## config.mk

```make
export PLATFORM = sky130hd
export DESIGN_NAME = clock_display_scanner
export DESIGN_NICKNAME = d
export VERILOG_FILES = /design/src/rtl/clock_display_pkg.sv /design/src/rtl/bin2bcd60.sv /design/src/rtl/clock_display_scanner.sv
export SDC_FILE = /design/constraint.sdc
export NUM_CORES = 1
export LEC_CHECK = 0
export ABC_AREA = 1
export CAP_MARGIN = 10
export CORE_MARGIN = 3
export CORE_UTILIZATION = 50
export CTS_CLUSTER_SIZE = 24
export DETAILED_ROUTE_END_ITERATION = 10
export GPL_ROUTABILITY_DRIVEN = 1
export PLACE_DENSITY = 0.73
export SYNTH_ARGS = -nofsm -noshare
export SYNTH_HDL_FRONTEND = slang
export SYNTH_SLANG_ARGS = --single-unit
```

## constraint.sdc

```tcl
create_clock -name clk -period 3.3 [get_ports clk]
set_input_delay 0.66 -clock clk [delete_from_list [all_inputs] [get_ports clk]]
set_output_delay 0.66 -clock clk [all_outputs]
set_load 0.02 [all_outputs]
```

## src/rtl/clock_display_pkg.sv

```systemverilog
// Shared constants, types and the 7-segment font for the clock display scanner.
// Pure declarations: no logic, no latency.
// No flow control.
package clock_display_pkg;

    localparam int NUM_DIGITS = 6;

    // Segment patterns are {g,f,e,d,c,b,a}, active-high.
    localparam logic [6:0] SEG_DASH  = 7'b1000000;
    localparam logic [6:0] SEG_BLANK = 7'h00;

    // One captured time sample, displayed as HH MM SS.
    typedef struct packed {
        logic [3:0] hours;
        logic [5:0] minutes;
        logic [5:0] seconds;
    } time_t;

    // Decimal digit to segments. Anything above 9 is blanked.
    function automatic logic [6:0] seg_font(input logic [3:0] digit);
        logic [6:0] pattern;
        case (digit)
            4'd0:    pattern = 7'h3F;
            4'd1:    pattern = 7'h06;
            4'd2:    pattern = 7'h5B;
            4'd3:    pattern = 7'h4F;
            4'd4:    pattern = 7'h66;
            4'd5:    pattern = 7'h6D;
            4'd6:    pattern = 7'h7D;
            4'd7:    pattern = 7'h07;
            4'd8:    pattern = 7'h7F;
            4'd9:    pattern = 7'h6F;
            default: pattern = SEG_BLANK;
        endcase
        return pattern;
    endfunction

endpackage

```

## src/rtl/bin2bcd60.sv

```systemverilog
// Binary 0..63 to two BCD digits, with an out-of-range flag for values >= 60.
// Purely combinational, zero latency.
// No flow control.
// Ports: bin (6-bit binary in), tens/ones (BCD digits out), oor (bin >= 60).
module bin2bcd60 (
    input  logic [5:0] bin,
    output logic [3:0] tens,
    output logic [3:0] ones,
    output logic       oor
);

    assign tens = 4'(bin / 6'd10);
    assign ones = 4'(bin % 6'd10);
    assign oor  = (bin >= 6'd60);

endmodule

```

## src/rtl/clock_display_scanner.sv

```systemverilog
// Scans a captured HH:MM:SS time onto a 6-digit multiplexed 7-segment display.
// Outputs registered: seg/an follow the digit index by one cycle; first digit 2 cycles after reset release.
// No backpressure: free-running scan, the time inputs are sampled once per frame.
// Ports: clk, rst (async active-low), seconds/minutes/hours (binary time in),
//        seg {g,f,e,d,c,b,a} active-high, an active-low one-hot (bit0 = seconds ones),
//        frame_start (one-cycle pulse with the first cycle of digit 0).
// Build option: LEADING_ZERO_BLANK_EN blanks a zero hours-tens digit (its anode still scans).
module clock_display_scanner
    import clock_display_pkg::*;
#(
    parameter int SCAN_DIV = 1000
) (
    input  logic       clk,
    input  logic       rst,
    input  logic [5:0] seconds,
    input  logic [5:0] minutes,
    input  logic [3:0] hours,
    output logic [6:0] seg,
    output logic [5:0] an,
    output logic       frame_start
);

    localparam int               DIV_W    = $clog2(SCAN_DIV);
    localparam logic [DIV_W-1:0] DIV_LAST = DIV_W'(SCAN_DIV - 1);
    localparam logic [2:0]       IDX_LAST = 3'(NUM_DIGITS - 1);
    localparam logic [5:0]       AN_IDX0  = 6'h3E;

    logic [DIV_W-1:0] div_q, div_d;
    logic [2:0]       idx_q, idx_d;
    time_t            snap_q, snap_d;
    logic             load_q, load_d;
    logic [6:0]       seg_q, seg_d;
    logic [5:0]       an_q, an_d;
    logic             fs_q, fs_d;
    logic             tick;

    logic [3:0] sec_tens, sec_ones, min_tens, min_ones, hr_tens, hr_ones;
    logic       sec_oor, min_oor, hr_oor_unused;
    logic [3:0] digit_val;
    logic       digit_dash;
    logic [6:0] digit_seg;

    // load_q marks the single cycle after reset release: the snapshot is taken
    // and the prescaler holds, so the first digit slot is a full SCAN_DIV long.
    assign tick = !load_q && (div_q == DIV_LAST);

    always_comb begin
        load_d = 1'b0;
        div_d  = div_q;
        idx_d  = idx_q;
        snap_d = snap_q;
        if (!load_q) begin
            div_d = tick ? '0 : div_q + 1'b1;
        end
        if (tick) begin
            idx_d = (idx_q == IDX_LAST) ? 3'd0 : idx_q + 3'd1;
        end
        // Capture only at frame boundaries so one frame never mixes two times.
        if (load_q || (tick && idx_q == IDX_LAST)) begin
            snap_d = '{hours: hours, minutes: minutes, seconds: seconds};
        end
    end

    bin2bcd60 u_sec (.bin(snap_q.seconds),         .tens(sec_tens), .ones(sec_ones), .oor(sec_oor));
    bin2bcd60 u_min (.bin(snap_q.minutes),         .tens(min_tens), .ones(min_ones), .oor(min_oor));
    bin2bcd60 u_hr  (.bin({2'b00, snap_q.hours}),  .tens(hr_tens),  .ones(hr_ones),  .oor(hr_oor_unused));

    always_comb begin
        digit_val  = 4'd0;
        digit_dash = 1'b0;
        case (idx_q)
            3'd0: begin digit_val = sec_ones; digit_dash = sec_oor; end
            3'd1: begin digit_val = sec_tens; digit_dash = sec_oor; end
            3'd2: begin digit_val = min_ones; digit_dash = min_oor; end
            3'd3: begin digit_val = min_tens; digit_dash = min_oor; end
            3'd4: begin digit_val = hr_ones;  end
            3'd5: begin digit_val = hr_tens;  end
            default: ;
        endcase
        digit_seg = digit_dash ? SEG_DASH : seg_font(digit_val);
`ifdef LEADING_ZERO_BLANK_EN
        if (idx_q == IDX_LAST && digit_val == 4'd0) begin
            digit_seg = SEG_BLANK;
        end
`endif
    end

    always_comb begin
        seg_d = SEG_BLANK;
        an_d  = 6'h3F;
        fs_d  = 1'b0;
        // Stay dark while the snapshot is still being taken.
        if (!load_q) begin
            seg_d = digit_seg;
            an_d  = ~(6'b000001 << idx_q);
            // Pulse only on the cycle digit 0 first appears.
            fs_d  = (idx_q == 3'd0) && (an_q != AN_IDX0);
        end
    end

    always_ff @(posedge clk or negedge rst) begin
        if (!rst) begin
            div_q  <= '0;
            idx_q  <= 3'd0;
            snap_q <= '0;
            load_q <= 1'b1;
            seg_q  <= SEG_BLANK;
            an_q   <= 6'h3F;
            fs_q   <= 1'b0;
        end else begin
            div_q  <= div_d;
            idx_q  <= idx_d;
            snap_q <= snap_d;
            load_q <= load_d;
            seg_q  <= seg_d;
            an_q   <= an_d;
            fs_q   <= fs_d;
        end
    end

    assign seg         = seg_q;
    assign an          = an_q;
    assign frame_start = fs_q;

endmodule
```

==> out/results.tsv <==
metric	value	unit
fmax	0.322	GHz
antenna_found_initial	0	
combPwrFrac	0.329	
crit_fanout	5	
clk_latency	300	ps
drive_gt1_frac	0.254	
arrival	3340	ps
p_sw	0.562	mW
finalSetupViolCount	0	
cts.root.buffer_cell	clkbuf_8	
num_vias	2492	
r2r_start	idx_q[1]	
reg2regPathDepth	26	
routedWlPerCell	13.0	um
netlist_area	2770	um^2
finalCritPeriodShare	0.940	
drv_cap	0	
grt_max_degree	45	
p_leak	1.74	nW
worst_setup_path_end_kind	register	
fin_nets	434	
path_clk_slew	90	ps
drt_iter0_drc	179	
avgSynthCellArea	7.87	um^2
finalHoldViolCount	0	
cp_num_buf_inv	6	
syn-num-nets	382	
rr_endpoint	seg[6]	
layout-area-overhead-vs-synth	26.9	%
io_buffers	31	
cp.required	3530	ps
gp_congestion	0.930	
routed_wl	6170	um
relSlewSlack	0.387	
cts.sinks	44	
yosys_warnings	0	
yosysSeqAreaShare	0.401	
start_util	0.529	
final.setup.tns	0	ps
cp_top_family	simple AND/OR/NAND/NOR gates	
vias_per_cell	5.25	
clkPwrFrac	0.265	
die_w	80.4	um
io_pins	32	
grt_pass1_wl	9650	um
start_kind	register	
die_h	80.4	um
tightest_slew	919	ps
dieArea	6470	um^2
ir_worst_vdd	0.329	mV
final_max_slew_viol_count	0	
fin_cells	475	
dp_cells	452	
dp_hpwl	4240	um
crit_slowest_cell	dfrtp_2	
final_area	3510	um^2
intPower	1.09	mW
layout_common_cells	nand2_1, inv_1, dfrtp_1	
cts_made_buffers	5	
cts_tree	built	
clockBufferDepth	2	
switching_share	0.341	
path_depth	26	
r2r_setup_slack	200	ps
final_common_cell	nand2_1	
cpPeakStageDelay	480	ps
drc	0	
grt_use_total	0.187	
diodes	0	
netlist-cell-type-count	39	
seqPwrFrac	0.405	
power.density	469	nW/um^2
drt_first_pass_iters	4	
grt_pass1_vias	2225	
syn-instance-count	352	
total_power	1.65	mW
hold_class	input port to async pin	
core_area	5240	um^2
final_antenna_net_count	0	
htreeDepth	2	
critical_path_class	register to register	
critPathMostFrequentCell	nand2_1	
clock_skew	6.66	ps
overflow	0	
ys_seq_elements	44	
num_rows	26	
dpl-instance-area	3160	um^2
utilization	0.671	
fin_crit	3100	ps
status	finished clean	
-- repair_timing --
action                     in CTS  in global routing
hold buffers                    0                  0
pin swaps                       0                 13
resized for setup               1                 31
setup endpoints to repair       1                  7
gates cloned                    0                  1
setup buffers                   0                 14
-- per-stage QoR --
step	setup slack, ps	hold slack, ps
3_5_place_dp	34.4	532
6_report	196	488
5_1_grt	-60.8	569
4_1_cts	42.1	540
2_1_floorplan	380	364
3_3_place_gp	228	515
-- worst register-to-register path: cells and delay by family, from the launching register on --
| kind | cells | cell delay (ps) |
|---|---|---|
| and+or+nand+nor | 12 | 880 |
| buffers and inverters | 6 | 500 |
| AOI/OAI and AO/OA | 5 | 570 |
| DFF | 1 | 480 |
| adders and majority gates | 3 | 620 |
-- synth_stat cells --
cell       instances  area [um^2]
nand3_1           27          135
nor2_1            30          113
o21ai_0           25          125
a21oi_2            3         26.3
a22oi_1            1         7.51
o21ai_2            4         35.0
nand2_1           64          240
o2111ai_1          1         8.76
nand3b_1           1         7.51
o31ai_1            1         7.51
nand2_2           13         81.3
nor3b_1            1         7.51
nor2_4             1         11.3
clkbuf_1           3         11.3
nand2_4            4         45.0
ha_1              12          150
o221ai_2           1         15.0
buf_6              2         22.5
a21oi_4            1         16.3
dfrtp_1           37          926
nor2_2             5         31.3
nand3_2            6         60.1
inv_1             53          199
clkinv_1           1         3.75
o211a_1            1         10.0
o21ai_1            8         40.0
a31oi_1            1         6.26
inv_4              1         6.26
mux2_2             5         56.3
o21bai_1           1         7.51
a21oi_1           10         50.1
dfstp_2            7          184
nor3_1             3         15.0
conb_1             1         3.75
o22ai_1            3         18.8
nand4_1            5         31.3
xor2_1             3         26.3
inv_2              4         15.0
nor4_1             2         12.5
-- cells by family (layout without fill, tap and decap cells) --
| logic type | Yosys count | after routing | share of synthesized area |
|---|---|---|---|
| fa+ha+maj | 12 | 12 | 0.0542 |
| xor+xnor | 3 | 3 | 0.00949 |
| compound gates | 61 | 62 | 0.135 |
| flops | 44 | 44 | 0.401 |
| buf+inv | 64 | 116 | 0.0931 |
| mux | 5 | 5 | 0.0203 |
| other cells | 1 | 1 | 0.00135 |
| simple gates | 162 | 162 | 0.286 |
-- per-layer routing --
metal | part of all wire | track usage | routed length [um] | vias to the layer above
met4 | 0.020 | 0.0557 | 125 | 0
met1 | 0.46 | 0.258 | 2810 | 1143
met5 | 0 | 0 | 0 | -
met3 | 0.057 | 0.0381 | 351 | 14
li1 | - | - | - | 1245
met2 | 0.47 | 0.296 | 2880 | 90
-- sequential cells by signal, summed over array words and instances (netlist names) --
signal and cells:
div_q 10, load_q 1, frame_start 1, an 6, snap_q 16, seg 7, idx_q 3
-- power by group through the flow --
stage	clock (mW)	combinational [mW]	sequential, mW
3_3_place_gp	0	0.509	0.673
3_5_place_dp	0	0.518	0.675
4_1_cts	0.443	0.521	0.665
5_1_grt	0.469	0.619	0.678
6_report	0.437	0.542	0.668
2_1_floorplan	0	0.332	0.701
-- layout make-up --
class / instances / area, um^2
inverters: 59 / 229
repair buffers: 49 / 453
multi-input cells: 245 / 1510
fillers: 442 / 1720
clock inverters: 2 / 38.8
flip-flops and latches: 44 / 1110
clock buffers: 6 / 82.6
well taps: 70 / 87.6
-- how the worst max path moves through the flow --
stage                        start     end
after global routing      idx_q[1]  seg[6]
final                     idx_q[1]  seg[6]
after global placement    idx_q[2]  seg[3]
after floorplan           idx_q[1]  seg[6]
after detailed placement  idx_q[1]  seg[6]
after CTS                 idx_q[1]  seg[6]
Note: power is estimated with default switching activity, not from simulation.
